$ cat src/rtl/threshold_channel_trigger.sv
// threshold_channel_trigger: per-channel threshold discriminator producing a wrapping time stamp and a trigger decision.
// Optional EMA baseline subtraction is built when THRESHOLD_BASELINE_SUBTRACT_EN is defined.
module threshold_channel_trigger #(
    parameter int DATA_W          = 14,
    parameter int MIN_ABOVE       = 3,
    parameter int HOLDOFF_SAMPLES = 16,
    parameter int BASELINE_SHIFT  = 6
) (
    input  logic              clk,
    input  logic              rst_n,
    input  logic              enable,
    input  logic              sample_valid,
    input  logic [DATA_W-1:0] sample_data,
    input  logic [DATA_W-1:0] threshold,
    input  logic [DATA_W-1:0] release_threshold,
    output logic [15:0]       time_stamp,
    output logic              decision,
    output logic              busy
);
    localparam logic [1:0]  IDLE      = 2'd0;
    localparam logic [1:0]  ARMING    = 2'd1;
    localparam logic [1:0]  TRIGGERED = 2'd2;
    localparam logic [1:0]  HOLDOFF   = 2'd3;
    localparam logic [3:0]  RUN_MAX   = 4'(MIN_ABOVE);
    localparam logic [15:0] HOLD_INIT = 16'(HOLDOFF_SAMPLES);

    if (MIN_ABOVE < 1 || MIN_ABOVE > 15 || HOLDOFF_SAMPLES < 0 || HOLDOFF_SAMPLES > 65535 || BASELINE_SHIFT < 0) begin : g_bad_cfg
        $error("threshold_channel_trigger: parameter out of range");
    end

    logic [1:0]        state, state_nx;
    logic [3:0]        run, run_nx;
    logic [15:0]       hold, hold_nx;
    logic              ts_started;
    logic [DATA_W-1:0] level, rel_level;
    logic              above, below_rel;

`ifdef THRESHOLD_BASELINE_SUBTRACT_EN
    localparam int ACC_W = DATA_W + BASELINE_SHIFT;
    logic [ACC_W-1:0]  acc;
    logic              base_init;
    logic [DATA_W-1:0] base;
    // acc holds the baseline in fixed point, so base += (sample - base) >>> SHIFT keeps its fraction
    assign base  = base_init ? acc[ACC_W-1:BASELINE_SHIFT] : sample_data;
    assign level = (sample_data > base) ? sample_data - base : '0;
    always_ff @(posedge clk) begin
        if (!rst_n) begin
            acc       <= '0;
            base_init <= 1'b0;
        end else if (sample_valid && !base_init) begin
            acc       <= {sample_data, {BASELINE_SHIFT{1'b0}}};
            base_init <= 1'b1;
        end else if (sample_valid && state == IDLE) begin
            acc <= acc + ACC_W'(sample_data) - ACC_W'(base);
        end
    end
`else
    assign level = sample_data;
`endif

    assign rel_level = (release_threshold < threshold) ? release_threshold : threshold;
    assign above     = level >= threshold;
    assign below_rel = level < rel_level;

    always_comb begin
        state_nx = state;
        run_nx   = run;
        hold_nx  = hold;
        case (state)
            IDLE: begin
                if (above) begin
                    run_nx   = 4'd1;
                    state_nx = (MIN_ABOVE == 1) ? TRIGGERED : ARMING;
                end
            end
            ARMING: begin
                if (above) begin
                    run_nx   = (run >= RUN_MAX) ? RUN_MAX : run + 4'd1;
                    state_nx = (run_nx == RUN_MAX) ? TRIGGERED : ARMING;
                end else begin
                    run_nx   = 4'd0;
                    state_nx = IDLE;
                end
            end
            TRIGGERED: begin
                if (below_rel) begin
                    run_nx   = 4'd0;
                    hold_nx  = HOLD_INIT;
                    state_nx = (HOLDOFF_SAMPLES == 0) ? IDLE : HOLDOFF;
                end
            end
            default: begin
                run_nx   = 4'd0;
                hold_nx  = hold - 16'd1;
                state_nx = (hold_nx == 16'd0) ? IDLE : HOLDOFF;
            end
        endcase
    end

    // the first valid sample after reset reads index 0
    always_ff @(posedge clk) begin
        if (!rst_n) begin
            time_stamp <= 16'd0;
            ts_started <= 1'b0;
        end else if (sample_valid) begin
            time_stamp <= ts_started ? time_stamp + 16'd1 : 16'd0;
            ts_started <= 1'b1;
        end
    end

    always_ff @(posedge clk) begin
        if (!rst_n || !enable) begin
            state    <= IDLE;
            run      <= 4'd0;
            hold     <= 16'd0;
            decision <= 1'b0;
            busy     <= 1'b0;
        end else if (sample_valid) begin
            state    <= state_nx;
            run      <= run_nx;
            hold     <= hold_nx;
            decision <= state_nx == TRIGGERED;
            busy     <= state_nx != IDLE;
        end
    end
endmodule

$ cat config.mk
export PLATFORM = sky130hd
export DESIGN_NAME = threshold_channel_trigger
export DESIGN_NICKNAME = d
export VERILOG_FILES = /design/src/rtl/threshold_channel_trigger.sv
export SDC_FILE = /design/constraint.sdc
export NUM_CORES = 1
export LEC_CHECK = 0
export BUFFER_PORTS_ARGS = -buffer_cell sky130_fd_sc_hd__buf_4
export CORE_MARGIN = 10
export CORE_UTILIZATION = 55
export CTS_CLUSTER_SIZE = 10
export DETAILED_ROUTE_END_ITERATION = 12
export PLACE_DENSITY = 0.8
export SKIP_LAST_GASP = 1
export SLEW_MARGIN = 0
export SYNTH_ARGS = -nofsm -noshare
export SYNTH_HDL_FRONTEND = slang
export SYNTH_SLANG_ARGS = --single-unit
$ cat constraint.sdc
create_clock -name clk -period 4.1 [get_ports clk]
set_input_delay 0.205 -clock clk [delete_from_list [all_inputs] [get_ports clk]]
set_output_delay 0.205 -clock clk [all_outputs]
set_load 0.02 [all_outputs]
==> results of run 1 <==
[critical path: stages]
cell and delay, ns:
buf_4 0.08, inv_1 0.05, ha_1 0.33, a21oi_1 0.16
o221ai_1 0.19, a21oi_1 0.31, nand2_1 0.28, buf_4 0.28
mux2i_1 0.15, ha_1 0.32, nand4_1 0.13, a211oi_1 0.24
a21o_1 0.12, and2_1 0.12, nand3_1 0.38, and2_1 0.37
a311oi_1 0.26
[cells by family after synthesis]
group | count (synthesis)
fa+ha+maj | 44
buf+inv | 35
simple gates | 140
flops | 41
xor+xnor | 17
mux | 14
compound gates | 92
[worst max-delay path by stage]
| stage | from | to | slack, ns | depth (start not counted) |
|---|---|---|---|---|
| after floorplan | threshold[5] | hold[10] | 0.43 | 18 |
| after global placement | threshold[5] | hold[13] | 0.15 | 17 |
| after detailed placement | threshold[1] | hold[15] | -0.02 | 17 |
| after CTS | threshold[5] | hold[15] | 0.32 | 17 |
| after global routing | threshold[5] | hold[15] | 0.009 | 17 |
| final | threshold[5] | hold[15] | 0.32 | 17 |
[per-stage QoR]
stage          hold WS, ns  util [%]  cell area, sq um  setup TNS [ns]
2_1_floorplan        0.322         -              3130               0
4_1_cts              0.118      68.4              3760               0
3_5_place_dp         0.438      66.3              3650         -0.0161
6_report             0.124      68.4              3760               0
5_1_grt              0.132      68.4              3760               0
3_3_place_gp         0.436      66.3              3650               0
[layer usage]
metal	routed length (um)	vias up	share of wire [%]	global-route usage, %
met2	3800	80	47	30.6
li1	-	1533	-	-
met5	0	-	0	0
met3	547	12	6.8	4.01
met4	105	0	1.3	5.65
met1	3580	1351	45	22.2
[state kept, by name, summed over array words and instances (netlist names)]
signal	flops
run	4
hold	16
busy	1
state	2
ts_started	1
decision	1
time_stamp	16
[power by group through the flow]
stage                     Sequential, mW  Clock [mW]  Combinational (mW)
final                              0.405       0.329               0.226
after global placement             0.414           0               0.217
after global routing               0.406       0.357               0.252
after CTS                          0.405       0.337               0.226
after floorplan                    0.415           0               0.139
after detailed placement           0.415           0               0.225
[placed cells by master (no fill, tap or decap), drive strengths merged, types with 2 or more instances in the layout]
| cell | count |
|---|---|
| a211o | 2 |
| a211oi | 6 |
| a21o | 3 |
| a21oi | 24 |
| a311oi | 2 |
| a31o | 2 |
| a31oi | 7 |
| a41oi | 5 |
| and2 | 4 |
| and3 | 7 |
| and4 | 3 |
| buf | 65 |
| clkbuf | 5 |
| dfxtp | 41 |
| ha | 44 |
| inv | 23 |
| mux2i | 14 |
| nand2 | 40 |
| nand2b | 4 |
| nand3 | 8 |
| nand4 | 11 |
| nor2 | 31 |
| nor2b | 5 |
| nor3 | 7 |
| nor4 | 5 |
| o2111a | 2 |
| o211ai | 2 |
| o21a | 7 |
| o21ai | 19 |
| o221ai | 2 |
| o31ai | 5 |
| or2 | 2 |
| or3 | 9 |
| or4 | 2 |
| xnor2 | 7 |
| xor2 | 10 |
[area by class of cell]
class                   count  area share, %
flip-flops and latches     41           21.8
inverters                  22           2.19
multi-input cells         307           57.7
well taps                  72           2.39
repair buffers             65           13.0
clock buffers               5           1.83
clock inverters             3           1.16
==> flow_summary.toml, run 1 <==
[clock_network]
cts_tree = "built"
htree_levels = 2
root_buffer = "clkbuf_8"
cts_hold_buf = 0
clock_sinks = 41
clockBufferDepth = 2
clk_pin_slew_ns = 0.08
post-cts-setup-buffers = 0
worstSkewPairLatency_ns = 0.30
cts_inserted_buffers = 5
cts_resized = 0

[synth]
ys.flop_type = "dfxtp_1"
ys_seq_area_share_pct = 26.3
yosys_warnings = 0
async_reset_ff_share_pct = 0
synth.top_cell.area_share_pct = 26.3
synth_area_leaders = "dfxtp_1 26%, ha_1 18%, nand2_1 4.8%"
yosys.area_share.adder_pct = 17.6
yosys.area_share.simple_pct = 23.1
synthesis.area_sq_um = 3130
synth_area_per_cell_sq_um = 8.16
synth_mux_area_share_pct = 4.48
synth-compound-area-share_pct = 19.5
synth_common_cells = "44 x ha_1, 41 x dfxtp_1, 40 x nand2_1"
synth_top_area_cell = "dfxtp_1"
syn-instance-count = 383
synth_seq_cells = 41
syn_nets = 473
synth_top_family_by_area = "simple AND/OR/NAND/NOR gates"
synth.most_common_cell = "ha_1"
yosysUniqueCellTypes = 49
synth_edf_count = 0
yosys.area_share.xor_xnor_pct = 4.76

[cells_and_area]
fin_nets = 532
fin_cells = 515
seqCellArea_sq_um = 821
multi_input_area_sq_um = 2170
layout-drive-gt1-share_pct = 18.7
nFillCells = 477
area_delta_synth_final_pct = 20.5
diodes = 0

[die]
core_area_sq_um = 5510
die-height_um = 95.4
die_w_um = 95.4
start_util_pct = 56.8
num_rows = 27
fp.dieArea_sq_um = 9100
ios = 64

[pwr]
p_leak_nw = 1.70
power.density_nw_per_um2 = 255
clockPowerShare_pct = 34.3
switchingPower_mw = 0.272
seq_power_share_pct = 42.2
ir_drop_mv = 0.244
sw_frac_of_total_pct = 28.3
comb_power_share_pct = 23.5
p_total_mw = 0.961
p_int_mw = 0.689

[timing]
final-hold-violation-count = 0
drv_slew = 0
finalCritPeriodShare_pct = 92.2
worstMarginPinSlew_ns = 1.11
maxSlewHeadroom_pct = 25.5
rsz0062_at_grt = "false"
min_period_ns = 3.78
setup_viol = 0
setup_ws_ns = 0.321
skew_ns = 0.00902
fmax_mhz = 265

[run_status]
status = "finished, final reports clean"

[place]
io_buffers = 63
gp_routability_congestion = 0.901
dpl_worst_slack_ns = -0.0161
dp_hpwl_um = 6430
placed_cells = 507

[min_path]
hold_depth = 2
hold_class = "primary input to flip-flop"
min_from = "rst_n"
min_to = "ts_started"

[route]
wl_um = 8040
drtIter0Drc = 170
via_per_inst = 5.78
drt_drc_violations_left = 0
ant_nets = 0
wire_per_inst_um = 15.6
vias = 2976
first_pass_iters = 4

[grt]
antenna_found_initial = 0
grt_max_degree = 24
grtUsageTotal_pct = 18.0
grt_pass1_vias = 3016
grt-ovfl-total = 0
grt_first_pass_wirelength_um = 13700

[worst_setup_path]
r2r-start = "hold[0]"
cp_max_fo = 12
worstSetupEndpointType = "flip-flop"
arrival_ns = 3.99
cp-start-kind = "primary input"
r2r_cells = 9
r2r_end = "decision"
r2r_setup_slack_ns = 1.61
path_class = "primary input to flip-flop"
required_ns = 4.31

[run]
drv_cap = 0
Note: power is estimated with default switching activity, not from simulation.
==> run 2, diff against run 1 <==
- CELL_PAD_IN_SITES_DETAIL_PLACEMENT: default -> 0
- CELL_PAD_IN_SITES_GLOBAL_PLACEMENT: default -> 2
- CORE_UTILIZATION: 55 -> 32
- PLACE_DENSITY: 0.8 -> default
- PLACE_DENSITY_LB_ADDON: default -> 0.1
==> run 2 against run 1 <==
Global-route usage shrank 6.0 points. Fmax up 5.3%. Combinational power hardly changed. Worst hold slack better by 0.018 ns. Core utilization shrank 28 points. Die area is 55% higher. Design area increased by 2.5%. Count of clock-buffer cells in the layout is the same. Flip-flop and latch count is the same. Sequential share of layout area is 0.53 points lower. Critical path type unchanged. Largest cell class unchanged. Largest power group unchanged.
==> flow_summary.toml, run 2 (synthesis gave the netlist of run 1 again) <==
[run_status]
status = "finished, final reports clean"

[cells_and_area]
diodes = 0
seqCellArea_sq_um = 821
final_cell_mix = "67 x buf_4, 44 x ha_1, 41 x dfxtp_1"
nFillCells = 1019
multi_input_area_sq_um = 2170
fin_nets = 534
layout_commonest_cell = "buf_4"
reg_top3 = "hold: 16 flops, time_stamp: 16 flops, run: 4 flops"
layout-drive-gt1-share_pct = 19.1
fin_util_pct = 40.0
area_delta_synth_final_pct = 23.5

[timing]
setup_ws_ns = 0.510
fmax_mhz = 279
final-hold-violation-count = 0
fin_tns_setup_ns = 0
rsz0062_at_grt = "false"
finalCritPeriodShare_pct = 87.6
maxSlewHeadroom_pct = 56.5
skew_ns = 0.00995
min_period_ns = 3.59
worstMarginPinSlew_ns = 0.652
setup_viol = 0
drv_slew = 0

[clock_network]
cts_inserted_buffers = 5
root_buffer = "clkbuf_8"
clock_sinks = 41
worstSkewPairLatency_ns = 0.30
cts_resized = 0
htree_levels = 2
cts_hold_buf = 0
post-cts-setup-buffers = 0
clk_pin_slew_ns = 0.08
cts_tree = "built"
clockBufferDepth = 2

[die]
start_util_pct = 32.4
ios = 64
core_area_sq_um = 9640
fp.dieArea_sq_um = 14100
num_rows = 36
die-height_um = 119
die_w_um = 119

[route]
wire_per_inst_um = 15.1
via_per_inst = 5.06
drtIter0Drc = 196
ant_nets = 0
wl_um = 8750
drt_drc_violations_left = 0
first_pass_iters = 4
vias = 2927

[run]
drv_cap = 0

[place]
dp_hpwl_um = 7030
io_buffers = 63
gp_routability_congestion = 0.834
dpl_worst_slack_ns = 0.224

[pwr]
seq_power_share_pct = 41.6
clockPowerShare_pct = 34.9
comb_power_share_pct = 23.5
p_leak_nw = 1.70
switchingPower_mw = 0.285
power.density_nw_per_um2 = 253
ir_drop_mv = 0.116
p_int_mw = 0.689
sw_frac_of_total_pct = 29.3

[grt]
grt_max_degree = 24
grt-ovfl-total = 0
grt_pass1_vias = 2857
grtUsageTotal_pct = 12.1
grt_first_pass_wirelength_um = 14500
antenna_found_initial = 0

[worst_setup_path]
path_class = "primary input to flip-flop"
arrival_ns = 3.79
required_ns = 4.30
cp-start-kind = "primary input"
cp_max_fo = 11
worstSetupEndpointType = "flip-flop"

[min_path]
hold_class = "primary input to flip-flop"
run 2: cell count changes in the layout (fill, tap and decap cells not counted):
cell	before	now
buf_4	65	67
clkinv_2	1	0
clkinv_4	0	1
inv_6	1	0
clkinvlp_4	0	1
run 2: power groups by stage:
stage	logic [mW]	registers, mW	clock network (mW)
floorplan	0.139	0.415	0
global placement	0.229	0.415	0
detailed placement	0.231	0.415	0
CTS	0.232	0.405	0.352
global route	0.258	0.406	0.371
finish	0.229	0.405	0.340
run 2: routing by layer:
metal | global-route usage (%) | part of all wire [%] | routed length, um
met1 | 17.3 | 53 | 4600
met2 | 18.4 | 43 | 3790
met3 | 2.22 | 3.5 | 302
met4 | 2.44 | 0.54 | 47
met5 | 0 | 0 | 0
run 2: worst paths after layout:
path / cells past startpoint / end / slack [ns] / start
worst min register to register: 1 / ts_started / 0.48 / ts_started
worst max-delay path: 19 / hold[7] / 0.51 / threshold[5]
worst min-delay path: 2 / ts_started / 0.14 / rst_n
worst max register to register: 7 / decision / 1.59 / hold[4]
run 2: layout make-up:
cell class              count  share of cell area [%]
repair buffers             67                    13.0
clock inverters             3                    1.20
multi-input cells         307                    56.3
well taps                 133                    4.31
flip-flops and latches     41                    21.3
clock buffers               5                    1.78
inverters                  22                    2.14
run 2: worst max-delay path: stages:
cell and delay, ns:
buf_4 0.09, inv_1 0.05, ha_1 0.32, a21oi_1 0.17, o221ai_1 0.19, a21oi_1 0.30, nand2_1 0.29, buf_4 0.28
mux2i_1 0.13, ha_1 0.30, a211oi_1 0.23, o2111ai_1 0.18, a21oi_1 0.19, nand2_1 0.07, a21o_1 0.16, nand3_1 0.11
buf_4 0.21, a31oi_1 0.10, o21a_1 0.19
run 2: stage by stage:
stage | total power [mW] | instance area, sq um | std cells | hold slack, ns
5_1_grt | 1.04 | 3860 | 578 | 0.149
3_3_place_gp | 0.644 | 3740 | 570 | 0.437
3_5_place_dp | 0.645 | 3740 | 570 | 0.446
4_1_cts | 0.989 | 3860 | 578 | 0.131
2_1_floorplan | 0.554 | 3130 | 383 | 0.322
6_report | 0.974 | 3860 | 578 | 0.142
==> run 3, diff against run 2 <==
--- a/config.mk
+++ b/config.mk
@@ -13,5 +13,5 @@
 export CTS_CLUSTER_SIZE = 10
 export DETAILED_ROUTE_END_ITERATION = 12
-export PLACE_DENSITY_LB_ADDON = 0.1
+export PLACE_DENSITY = 0.8
 export SKIP_LAST_GASP = 1
 export SLEW_MARGIN = 0
==> constraint.sdc (replaced) <==
create_clock -name clk -period 4.1 [get_ports clk]
set_input_delay 0.615 -clock clk [delete_from_list [all_inputs] [get_ports clk]]
set_output_delay 0.615 -clock clk [all_outputs]
set_load 0.02 [all_outputs]
==> run 3 against run 2 <==
Sequential share of layout area is 0.27 points lower. Core utilization is 0.52 points higher. Register-to-register slack hardly changed. Clock power is 14% higher. Largest cell class unchanged.
==> flow_summary.toml, run 3 (synthesis gave the netlist of run 1 again) <==
[die]
die_w_um = 119
ios = 64
core_area_sq_um = 9640
start_util_pct = 32.4
fp.dieArea_sq_um = 14100
die-height_um = 119
num_rows = 36

[place]
placed_cells = 572
gp_routability_congestion = 0.832
dp_hpwl_um = 6770
dpl_worst_slack_ns = -0.0362
io_buffers = 63

[worst_setup_path]
path_class = "primary input to flip-flop"
arrival_ns = 3.93
cp-start-kind = "primary input"
cp_max_fo = 13
required_ns = 4.26
worstSetupEndpointType = "flip-flop"

[cells_and_area]
seqCellArea_sq_um = 821
fin_cells = 580
diodes = 0
multi_input_area_sq_um = 2170
fin_nets = 536
reg_top3 = "hold: 16 flops, time_stamp: 16 flops, run: 4 flops"
nFillCells = 1049
area_delta_synth_final_pct = 25.1
final_cell_mix = "68 x buf_4, 44 x ha_1, 41 x dfxtp_1"
layout_commonest_cell = "buf_4"
layout-drive-gt1-share_pct = 19.7

[timing]
rsz0062_at_grt = "false"
worstMarginPinSlew_ns = 1.14
skew_ns = 0.00840
setup_ws_ns = 0.332
final-hold-violation-count = 0
drv_slew = 0
finalCritPeriodShare_pct = 91.9
setup_viol = 0
fmax_mhz = 265
maxSlewHeadroom_pct = 23.2
min_period_ns = 3.77

[route]
wl_um = 8540
drtIter0Drc = 149
ant_nets = 0
drt_drc_violations_left = 0
wire_per_inst_um = 14.7
first_pass_iters = 4
vias = 2908
via_per_inst = 5.01

[clock_network]
cts_tree = "built"
post-cts-setup-buffers = 0
clockBufferDepth = 2
clk_pin_slew_ns = 0.09
cts_hold_buf = 0
htree_levels = 2
worstSkewPairLatency_ns = 0.29
clock_sinks = 41
cts_inserted_buffers = 5
root_buffer = "clkbuf_8"

[grt]
grt_first_pass_wirelength_um = 14300
grtUsageTotal_pct = 11.9
grt_pass1_vias = 2941
grt-ovfl-total = 0
grt_max_degree = 24
antenna_found_initial = 0

[run_status]
status = "finished, final reports clean"

[pwr]
power.density_nw_per_um2 = 265
p_leak_nw = 1.73
p_total_mw = 1.03
ir_drop_mv = 0.126

[min_path]
hold_class = "flip-flop to flip-flop"

[run]
drv_cap = 0
-- run 3: cell types whose count changed in the layout (fill, tap and decap cells not counted), sizes merged --
cell,delta
bufinv,+1
buf,+2
clkinvlp,-1
-- run 3: per-layer routing --
metal / vias up / track usage [%] / part of all wire (%) / wire, um
met1: 1336 / 15.4 / 51 / 4340
met5: - / 0 / 0 / 0
met4: 0 / 2.44 / 0.64 / 55
met3: 5 / 2.08 / 2.3 / 196
li1: 1533 / - / - / -
met2: 34 / 20.3 / 46 / 3940
-- run 3: final cells by class --
| type | count | area share, % |
|---|---|---|
| clock inverter | 3 | 1.66 |
| inverter | 22 | 2.11 |
| timing repair buffer | 69 | 13.6 |
| clock buffer | 5 | 1.76 |
| tap | 133 | 4.26 |
| sequential | 41 | 21.0 |
| multi-input combinational | 307 | 55.6 |
-- run 3: what timing repair did --
| action | in CTS | in global routing |
|---|---|---|
| setup endpoints to repair | 0 | 2 |
| hold endpoints to repair | 0 | 0 |
| resized for setup | 0 | 1 |
-- run 3: worst max-delay path, stage by stage --
cell,delay [ns]
buf_4,0.08
inv_1,0.05
ha_1,0.32
a21oi_1,0.16
o221ai_1,0.21
a21oi_2,0.24
nand2_1,0.12
buf_4,0.21
mux2i_1,0.13
ha_1,0.20
a211o_1,0.27
a311o_1,0.33
a21oi_1,0.17
nand2_1,0.07
a21o_1,0.16
nand3_1,0.12
buf_12,0.15
and2_1,0.20
a311oi_1,0.11
-- run 3: metrics by stage --
| step | util (%) | TNS [ns] | cell area [sq um] | hold slack [ns] |
|---|---|---|---|---|
| 2_1_floorplan | - | 0 | 3130 | 0.430 |
| 6_report | 40.6 | 0 | 3910 | 0.464 |
| 3_5_place_dp | 39.1 | -0.115 | 3770 | 0.446 |
| 3_3_place_gp | 39.1 | 0 | 3770 | 0.436 |
| 4_1_cts | 40.5 | 0 | 3910 | 0.467 |
| 5_1_grt | 40.6 | 0 | 3910 | 0.486 |
-- run 3: power by group --
group          leakage [nW]  internal [mW]  switching (mW)
logic                  1.33          0.117           0.126
clock network        0.0681          0.242           0.144
registers             0.331          0.401         0.00442
-- run 3: worst paths after layout --
check / startpoint / to / slack [ns] / cells after the start
setup reg to reg: hold[0] / decision / 1.58 / 9
hold reg to reg: ts_started / ts_started / 0.46 / 1
setup / recovery: threshold[5] / hold[13] / 0.33 / 19
hold / removal: ts_started / ts_started / 0.46 / 1
